--- config.mk ---
export PLATFORM = sky130hd
export DESIGN_NAME = port_request_generator_flat
export DESIGN_NICKNAME = d
export VERILOG_FILES = /design/src/rtl/noc_pkg.sv /design/src/rtl/port_request_generator_if.sv /design/src/rtl/ack_synchronizer.sv /design/src/rtl/port_request_generator.sv /design/src/flat_wrapper.sv
export SDC_FILE = /design/constraint.sdc
export NUM_CORES = 1
export LEC_CHECK = 0
export CAP_MARGIN = 20
export CORE_MARGIN = 3
export CORE_UTILIZATION = 56
export DETAILED_ROUTE_END_ITERATION = 8
export DONT_BUFFER_PORTS = 1
export HOLD_SLACK_MARGIN = 0.02
export PLACE_DENSITY = 0.71
export SLEW_MARGIN = 20
export SYNTH_ARGS = -nofsm -noshare
export SYNTH_HDL_FRONTEND = slang
export SYNTH_SLANG_ARGS = --single-unit
--- constraint.sdc ---
create_clock -name clk_i -period 1.9 [get_ports clk_i]
set_clock_uncertainty 0.15 [all_clocks]
set_input_delay 0.38 -clock clk_i [delete_from_list [all_inputs] [get_ports clk_i]]
set_output_delay 0.38 -clock clk_i [all_outputs]
set_load 0.01 [all_outputs]
--- src/rtl/noc_pkg.sv ---
// Shared types and defaults for the port request generator: FSM state encoding,
// port index type, the timeout default and the destination legality check.
package noc_pkg;

    localparam int MAX_PORTS              = 16;
    localparam int PORT_IDX_W             = $clog2(MAX_PORTS);
    localparam int DEFAULT_TIMEOUT_CYCLES = 1024;

    typedef logic [PORT_IDX_W-1:0] port_idx_t;

    typedef enum logic [1:0] {
        ST_IDLE     = 2'd0,
        ST_WAIT_ACK = 2'd1,
        ST_LOCKED   = 2'd2
    } state_e;

    // A destination is legal if it exists and is not the generator's own port.
    function automatic logic is_legal_dst(input port_idx_t dst, input int num_ports,
                                          input int location);
        return (int'(dst) != location) && (int'(dst) < num_ports);
    endfunction

endpackage

--- src/rtl/port_request_generator_if.sv ---
// Flit handshake and 2-phase downstream request/acknowledge bundle.
// Signal suffixes are from the generator's point of view (slave modport).
interface port_request_generator_if #(
    parameter int NUM_PORTS = 4
);
    localparam int DST_W = $clog2(NUM_PORTS);

    logic                 flit_valid_i;
    logic                 flit_ready_o;
    logic                 flit_head_i;
    logic                 flit_tail_i;
    logic [DST_W-1:0]     flit_dst_i;
    logic [NUM_PORTS-1:0] req_dw_o;
    logic [NUM_PORTS-1:0] ack_dw_i;
    logic [NUM_PORTS-1:0] packet_enable_o;
    logic                 err_o;
    logic                 timeout_o;

    modport slave (
        input  flit_valid_i, flit_head_i, flit_tail_i, flit_dst_i, ack_dw_i,
        output flit_ready_o, req_dw_o, packet_enable_o, err_o, timeout_o
    );

    modport master (
        output flit_valid_i, flit_head_i, flit_tail_i, flit_dst_i, ack_dw_i,
        input  flit_ready_o, req_dw_o, packet_enable_o, err_o, timeout_o
    );

endinterface

--- src/rtl/ack_synchronizer.sv ---
// Multi-flop synchronizer bringing the asynchronous 2-phase ack lines into clk_i.
// Each bit gets its own STAGES-deep chain; the last stage is the synchronized value.
module ack_synchronizer #(
    parameter int WIDTH  = 4,
    parameter int STAGES = 2
) (
    input  logic             clk_i,
    input  logic             rst_ni,
    input  logic [WIDTH-1:0] d_i,
    output logic [WIDTH-1:0] q_o
);

    logic [STAGES-1:0][WIDTH-1:0] sync_q;

    // NOTE: sequential state uses non-blocking assignments so every stage samples
    // the pre-edge value of its neighbour; blocking here would collapse the chain.
    // NOTE: the chain is reset like any other flop so a released reset never shows
    // a spurious ack phase to the FSM.
    always_ff @(posedge clk_i or negedge rst_ni) begin
        if (!rst_ni) begin
            sync_q <= '0;
        end else begin
            sync_q <= {sync_q[STAGES-2:0], d_i};
        end
    end

    assign q_o = sync_q[STAGES-1];

endmodule

--- src/rtl/port_request_generator.sv ---
// Forwards upstream flits as 2-phase request toggles to one locked downstream port,
// holding the lock from head to tail and waiting for each flit's ack before the next.
module port_request_generator
    import noc_pkg::*;
#(
    parameter int NUM_PORTS      = 4,
    parameter int LOCATION       = 0,
    parameter int SYNC_STAGES    = 2,
    parameter int TIMEOUT_CYCLES = DEFAULT_TIMEOUT_CYCLES
) (
    input logic                     clk_i,
    input logic                     rst_ni,
    port_request_generator_if.slave bus
);

    localparam int               CNT_W      = (TIMEOUT_CYCLES > 0) ? $clog2(TIMEOUT_CYCLES + 1) : 1;
    localparam logic [CNT_W-1:0] CNT_LIMIT  = CNT_W'(TIMEOUT_CYCLES);
    localparam bit               TIMEOUT_EN = (TIMEOUT_CYCLES != 0);

    state_e               state_q;
    port_idx_t            dst_q;
    logic                 tail_q;
    logic [NUM_PORTS-1:0] req_q;
    logic [NUM_PORTS-1:0] enable_q;
    logic                 err_q;
    logic                 timeout_q;
    logic [CNT_W-1:0]     cnt_q;
    logic [CNT_W-1:0]     cnt_d;

    logic [NUM_PORTS-1:0] ack_sync;
    logic [NUM_PORTS-1:0] head_oh;
    logic [NUM_PORTS-1:0] dst_oh;
    port_idx_t            head_dst;
    logic                 head_legal;
    logic                 ack_done;

    ack_synchronizer #(
        .WIDTH (NUM_PORTS),
        .STAGES(SYNC_STAGES)
    ) u_ack_sync (
        .clk_i (clk_i),
        .rst_ni(rst_ni),
        .d_i   (bus.ack_dw_i),
        .q_o   (ack_sync)
    );

    assign head_dst   = port_idx_t'(bus.flit_dst_i);
    assign head_legal = is_legal_dst(head_dst, NUM_PORTS, LOCATION);

    always_comb begin
        // NOTE: every variable gets a default first so no path through this block
        // leaves it unassigned and infers a latch.
        head_oh = '0;
        dst_oh  = '0;
        for (int p = 0; p < NUM_PORTS; p++) begin
            head_oh[p] = (head_dst == port_idx_t'(p));
            dst_oh[p]  = (dst_q == port_idx_t'(p));
        end
        cnt_d = cnt_q;
        if (cnt_q != CNT_LIMIT) begin
            cnt_d = cnt_q + 1'b1;
        end
    end

    // The flit is complete once the returned ack phase on the locked port matches its request phase.
    assign ack_done = ~|((ack_sync ^ req_q) & dst_oh);

    always_ff @(posedge clk_i or negedge rst_ni) begin
        if (!rst_ni) begin
            state_q   <= ST_IDLE;
            dst_q     <= '0;
            tail_q    <= 1'b0;
            req_q     <= '0;
            enable_q  <= '0;
            err_q     <= 1'b0;
            timeout_q <= 1'b0;
            cnt_q     <= '0;
        end else begin
            err_q <= 1'b0;
            case (state_q)
                ST_IDLE: begin
                    if (bus.flit_valid_i) begin
                        if (bus.flit_head_i && head_legal) begin
                            req_q    <= req_q ^ head_oh;
                            enable_q <= head_oh;
                            dst_q    <= head_dst;
                            tail_q   <= bus.flit_tail_i;
                            cnt_q    <= '0;
                            state_q  <= ST_WAIT_ACK;
                        end else begin
                            err_q <= 1'b1;
                        end
                    end
                end
                ST_WAIT_ACK: begin
                    cnt_q <= cnt_d;
                    if (TIMEOUT_EN && (cnt_d == CNT_LIMIT)) begin
                        timeout_q <= 1'b1;
                    end
                    if (ack_done) begin
                        if (tail_q) begin
                            enable_q <= '0;
                            state_q  <= ST_IDLE;
                        end else begin
                            state_q <= ST_LOCKED;
                        end
                    end
                end
                ST_LOCKED: begin
                    if (bus.flit_valid_i) begin
                        if (bus.flit_head_i) begin
                            err_q <= 1'b1;
                        end else begin
                            req_q   <= req_q ^ dst_oh;
                            tail_q  <= bus.flit_tail_i;
                            cnt_q   <= '0;
                            state_q <= ST_WAIT_ACK;
                        end
                    end
                end
                default: state_q <= ST_IDLE;
            endcase
        end
    end

    assign bus.flit_ready_o    = (state_q != ST_WAIT_ACK);
    assign bus.req_dw_o        = req_q;
    assign bus.packet_enable_o = enable_q;
    assign bus.err_o           = err_q;
    assign bus.timeout_o       = timeout_q;

endmodule

--- src/flat_wrapper.sv ---
// flat-port wrapper written by rule: the top's interface ports become plain ports
module port_request_generator_flat import noc_pkg::*;
#(
    parameter int NUM_PORTS      = 4,
    parameter int LOCATION       = 0,
    parameter int SYNC_STAGES    = 2,
    parameter int TIMEOUT_CYCLES = DEFAULT_TIMEOUT_CYCLES
)
  (clk_i, rst_ni, bus_flit_valid_i, bus_flit_head_i, bus_flit_tail_i, bus_flit_dst_i, bus_ack_dw_i, bus_flit_ready_o, bus_req_dw_o, bus_packet_enable_o, bus_err_o, bus_timeout_o);
  port_request_generator_if #(.NUM_PORTS(NUM_PORTS)) bus_i ();
  input logic clk_i;
  input logic rst_ni;
  input wire logic [$bits(bus_i.flit_valid_i)-1:0] bus_flit_valid_i;
  input wire logic [$bits(bus_i.flit_head_i)-1:0] bus_flit_head_i;
  input wire logic [$bits(bus_i.flit_tail_i)-1:0] bus_flit_tail_i;
  input wire logic [$bits(bus_i.flit_dst_i)-1:0] bus_flit_dst_i;
  input wire logic [$bits(bus_i.ack_dw_i)-1:0] bus_ack_dw_i;
  output wire logic [$bits(bus_i.flit_ready_o)-1:0] bus_flit_ready_o;
  output wire logic [$bits(bus_i.req_dw_o)-1:0] bus_req_dw_o;
  output wire logic [$bits(bus_i.packet_enable_o)-1:0] bus_packet_enable_o;
  output wire logic [$bits(bus_i.err_o)-1:0] bus_err_o;
  output wire logic [$bits(bus_i.timeout_o)-1:0] bus_timeout_o;
  assign bus_i.flit_valid_i = bus_flit_valid_i;
  assign bus_i.flit_head_i = bus_flit_head_i;
  assign bus_i.flit_tail_i = bus_flit_tail_i;
  assign bus_i.flit_dst_i = bus_flit_dst_i;
  assign bus_i.ack_dw_i = bus_ack_dw_i;
  assign bus_flit_ready_o = bus_i.flit_ready_o;
  assign bus_req_dw_o = bus_i.req_dw_o;
  assign bus_packet_enable_o = bus_i.packet_enable_o;
  assign bus_err_o = bus_i.err_o;
  assign bus_timeout_o = bus_i.timeout_o;
  port_request_generator #(.NUM_PORTS(NUM_PORTS), .LOCATION(LOCATION), .SYNC_STAGES(SYNC_STAGES), .TIMEOUT_CYCLES(TIMEOUT_CYCLES)) u_core (.clk_i(clk_i), .rst_ni(rst_ni), .bus(bus_i));
endmodule
==> qor.tcl <==
set qor(outcome) {complete, no violations}
set qor(clock-root-buffer) {sky130_fd_sc_hd__clkbuf_4}
set qor(synth.distinct_cells) 53
set qor(port_buffers) 0
set qor(grt_first_pass_wirelength_um) 6789
set qor(syn-instance-count) 169
set qor(start_util_pct) 62.25
set qor(number_of_global_route_vias_before_repair) 1431
set qor(cellInternalPower_mw) 1.619
set qor(gp_routability_congestion) 0.9159
set qor(detail-route-antenna-nets) 0
set qor(worst_pin_slew_ps) 432.8
set qor(final_total_negative_setup_slack_ps) 0
set qor(timing.final.crit_share_pct) 96.99
set qor(via_count) 1469
set qor(share_clk_of_total_power_pct) 15.9
set qor(n_antenna_cell) 0
set qor(report.final.setup_viol) 0
set qor(final_layout_size_suffix_gt1_share_pct) 21.76
set qor(syn_avg_cell_area_um2) 10.68
set qor(synthMuxAreaShare_pct) 5.267
set qor(hold_path_class) {primary input to flip-flop}
set qor(drt-initial-drc-count) 110
set qor(synth-edff-count) 0
set qor(postSynthRegisterBits) 34
set qor(worst_setup_path_start_kind) {flip-flop}
set qor(groute.usage.overall_pct) 21.93
set qor(dominant_combinational_cell_family_by_area_after_synthesis) {simple AND/OR/NAND/NOR gates}
set qor(seq_power_share_pct) 41.1
set qor(cts_max_level) 2
set qor(drt-pass1-iter-count) 4
set qor(clock_sinks) 34
set qor(cp_data_arrival_time_ps) 1980
set qor(timing.critical_path.fanout_max) 5
set qor(post_synth_fa_ha_maj_area_fraction_pct) 1.386
set qor(pwr_density_cell_nw_per_um2) 1241
set qor(clock_tree.buffer_depth) 2
set qor(leakage_nw) 0.9107
set qor(pwr-share-comb_pct) 42.9
set qor(pin_count) 22
set qor(number_of_buffers_and_inverters_on_the_critical_path) 0
set qor(cts_made_buffers) 5
set qor(post_dp_cell_area_um2) 1921
set qor(layout_min_cycle_time_ps) 1843
set qor(synth_flop_cell) {sky130_fd_sc_hd__dfrtp_1}
set qor(grt_antenna_before_repair) 0
set qor(critical-path-slowest-cell) {sky130_fd_sc_hd__or4_1}
set qor(async_s_r_ff_share_synth_pct) 100.0
set qor(commonest_non_fill_non_tap_cell_in_the_layout) {sky130_fd_sc_hd__dfrtp_1}
set qor(layout_area_overhead_pct) 16.35
set qor(cp-end-kind) {flip-flop}
set qor(worstSetupPathType) {flip-flop to flip-flop}
set qor(coreArea_um2) 2900
set qor(hold_violations) 0
set qor(synthesis.area_um2) 1805
set qor(rsz0062_at_grt) {yes}
set qor(synth-warning-count) 0
set qor(critical_path.cell_chain) {ha_2, nand3_4, or4_1, a21oi_1, a41o_1}
set qor(chipHeight_um) 62.78
set qor(ys_seq_area_share_pct) 47.12
set qor(finish.net_count) 205
set qor(cpLargestDelayFamily) {simple AND/OR/NAND/NOR gates}
set qor(design.die.area_um2) 3941
set qor(required_ps) 2030
set qor(p_sw_mw) 0.9869
set qor(syn-num-nets) 182
set qor(remaining_drc_errors) 0
set qor(grt_overflow_total) 0
set qor(cts_tree) {built}
set qor(clk_transition_reported_paths_ps) 100
set qor(timing_max_transition_violations_final) 0
set qor(drv.max_cap_violation_count) 0
set qor(switching_share_pct) 37.87
set qor(grt_max_degree) 35
set qor(chipWidth_um) 62.78
set qor(rows) 19
set qor(routedWlPerCell_um) 17.12
set qor(fraction_of_the_mapped_netlist_area_in_simple_logic_gates_pct) 18.23
set qor(timing.fmax_mhz) 542.7
set qor(detailed_place_hpwl_um) 2834
set qor(worst_skew_pair_later_pin_latency_ps) 340
set qor(routed_via_density) 6.251
set qor(power.ir.vdd_worst_mv) 0.9681
set qor(wirelength_um) 4024
set qor(slowest_delay_ps) 530
set qor(final_cell_area_um2) 2101
set qor(worst_slew_margin_relative_to_its_limit_pct) 70.32
set qor(final_cell_mix) {32 x sky130_fd_sc_hd__dfrtp_1, 18 x sky130_fd_sc_hd__buf_4, 10 x sky130_fd_sc_hd__nand2_1}
set qor(synth_compound_gate_area_share_pct) 17.95
set qor(synth_xor_area_share_pct) 4.851
==> kinds of logic after synthesis <==
| logic type | count (synthesis) |
|---|---|
| xor+xnor | 10 |
| buf+inv | 18 |
| fa+ha+maj | 2 |
| flops | 34 |
| mux | 8 |
| compound gates | 43 |
| simple gates | 54 |
==> what timing repair did <==
action	CTS	global route
endpoints found under the hold margin	39	0
setup endpoints to repair	1	8
setup buffers	2	0
hold buffers	7	0
gates resized for setup	1	6
pin swaps	0	2
==> path summary, 6_finish.rpt <==
kind	cells after the start	slack (ps)	end	startpoint
worst min register to register	0	210	u_core.u_ack_sync.q_o[2]$_DFF_PN0_	u_core.u_ack_sync.sync_q[2]$_DFF_PN0_
max in group asynchronous	2	1070	u_core.cnt_q[2]$_DFFE_PN0P_	rst_ni
worst max-delay path	5	60	u_core.bus.timeout_o$_DFFE_PN0P_	u_core.cnt_q[0]$_DFFE_PN0P_
worst max register to register	5	60	u_core.bus.timeout_o$_DFFE_PN0P_	u_core.cnt_q[0]$_DFFE_PN0P_
min in group asynchronous	2	340	u_core.cnt_q[9]$_DFFE_PN0P_	rst_ni
worst min-delay path	1	40	u_core.dst_q[0]$_DFFE_PN0P_	bus_flit_dst_i[0]
==> worst reg2reg max path, delay by kind of cell (launching register included) <==
kind	cells	cell delay (ps)
fa+ha+maj	1	220
compound gates	2	410
simple gates	2	630
flops	1	390
==> metrics by stage <==
stage          utilization [%]  hold slack [ps]  std cells  power [mW]  setup WS (ps)
2_1_floorplan                -           -65.59        169       1.756          10.48
3_3_place_gp             66.22           -64.90        218       2.053         -55.12
3_5_place_dp             66.22           -64.74        218       2.082         -28.85
4_1_cts                  71.61            37.56        235       2.563          23.70
5_1_grt                  72.43            38.97        235       2.779         -29.14
6_report                 72.43            40.18        235       2.606          57.22
==> sequential cells by signal, summed over array words and instances, names as in the netlist <==
name and cells:
u_core.bus.timeout_o 1, u_core.bus.req_dw_o 4, u_core.dst_q 2, u_core.cnt_q 11
u_core.tail_q 1, u_core.u_ack_sync.sync_q 4, u_core.u_ack_sync.q_o 4, u_core.bus.err_o 1
u_core.state_q 2, u_core.bus.packet_enable_o 4
==> power groups by stage <==
stage	logic, mW	clock network [mW]	registers, mW
global route	1.22	0.455	1.10
CTS	1.07	0.425	1.07
global placement	0.978	0	1.07
finish	1.12	0.415	1.07
detailed placement	0.995	0	1.09
floorplan	0.679	0	1.08
==> layout make-up <==
| cell class | instances | area [um2] |
|---|---|---|
| Sequential cell | 34 | 853.3 |
| Timing Repair Buffer | 25 | 215.2 |
| Clock inverter | 1 | 5.005 |
| Fill cell | 224 | 799.5 |
| Inverter | 9 | 37.54 |
| Clock buffer | 7 | 55.05 |
| Tap cell | 42 | 52.55 |
| Multi-Input combinational cell | 117 | 882.1 |
==> Yosys cell counts (all sizes together) (2+ instances only) <==
cell | instances | area [um2]
or4 | 3 | 22.52
nor4b | 2 | 17.52
a32o | 4 | 40.04
buf | 7 | 52.54
o211ai | 4 | 30.03
dfrtp | 34 | 850.8
and3 | 5 | 32.53
o2bb2ai | 4 | 35.03
nand3 | 6 | 42.54
mux2i | 5 | 50.05
nor2 | 6 | 22.52
nand4 | 5 | 37.53
inv | 8 | 30.03
nor3 | 3 | 15.01
a21oi | 4 | 20.02
a2bb2oi | 2 | 17.52
nand2b | 2 | 12.51
xnor2 | 9 | 78.83
nor2b | 3 | 18.77
nand2 | 10 | 37.54
o22ai | 2 | 12.51
a31oi | 3 | 18.77
mux2 | 2 | 22.52
o21ai | 6 | 30.03
ha | 2 | 25.02
a22oi | 3 | 22.52
and2b | 2 | 15.01
clkbuf | 2 | 7.510
nor3b | 2 | 15.01
==> routing by layer <==
layer,GRT usage [%],share of wire [%]
met4,6.887,1.4
met5,0,0
met3,6.835,8.4
met1,29.40,44
met2,33.95,46
Note: power is estimated with default switching activity, not from simulation.
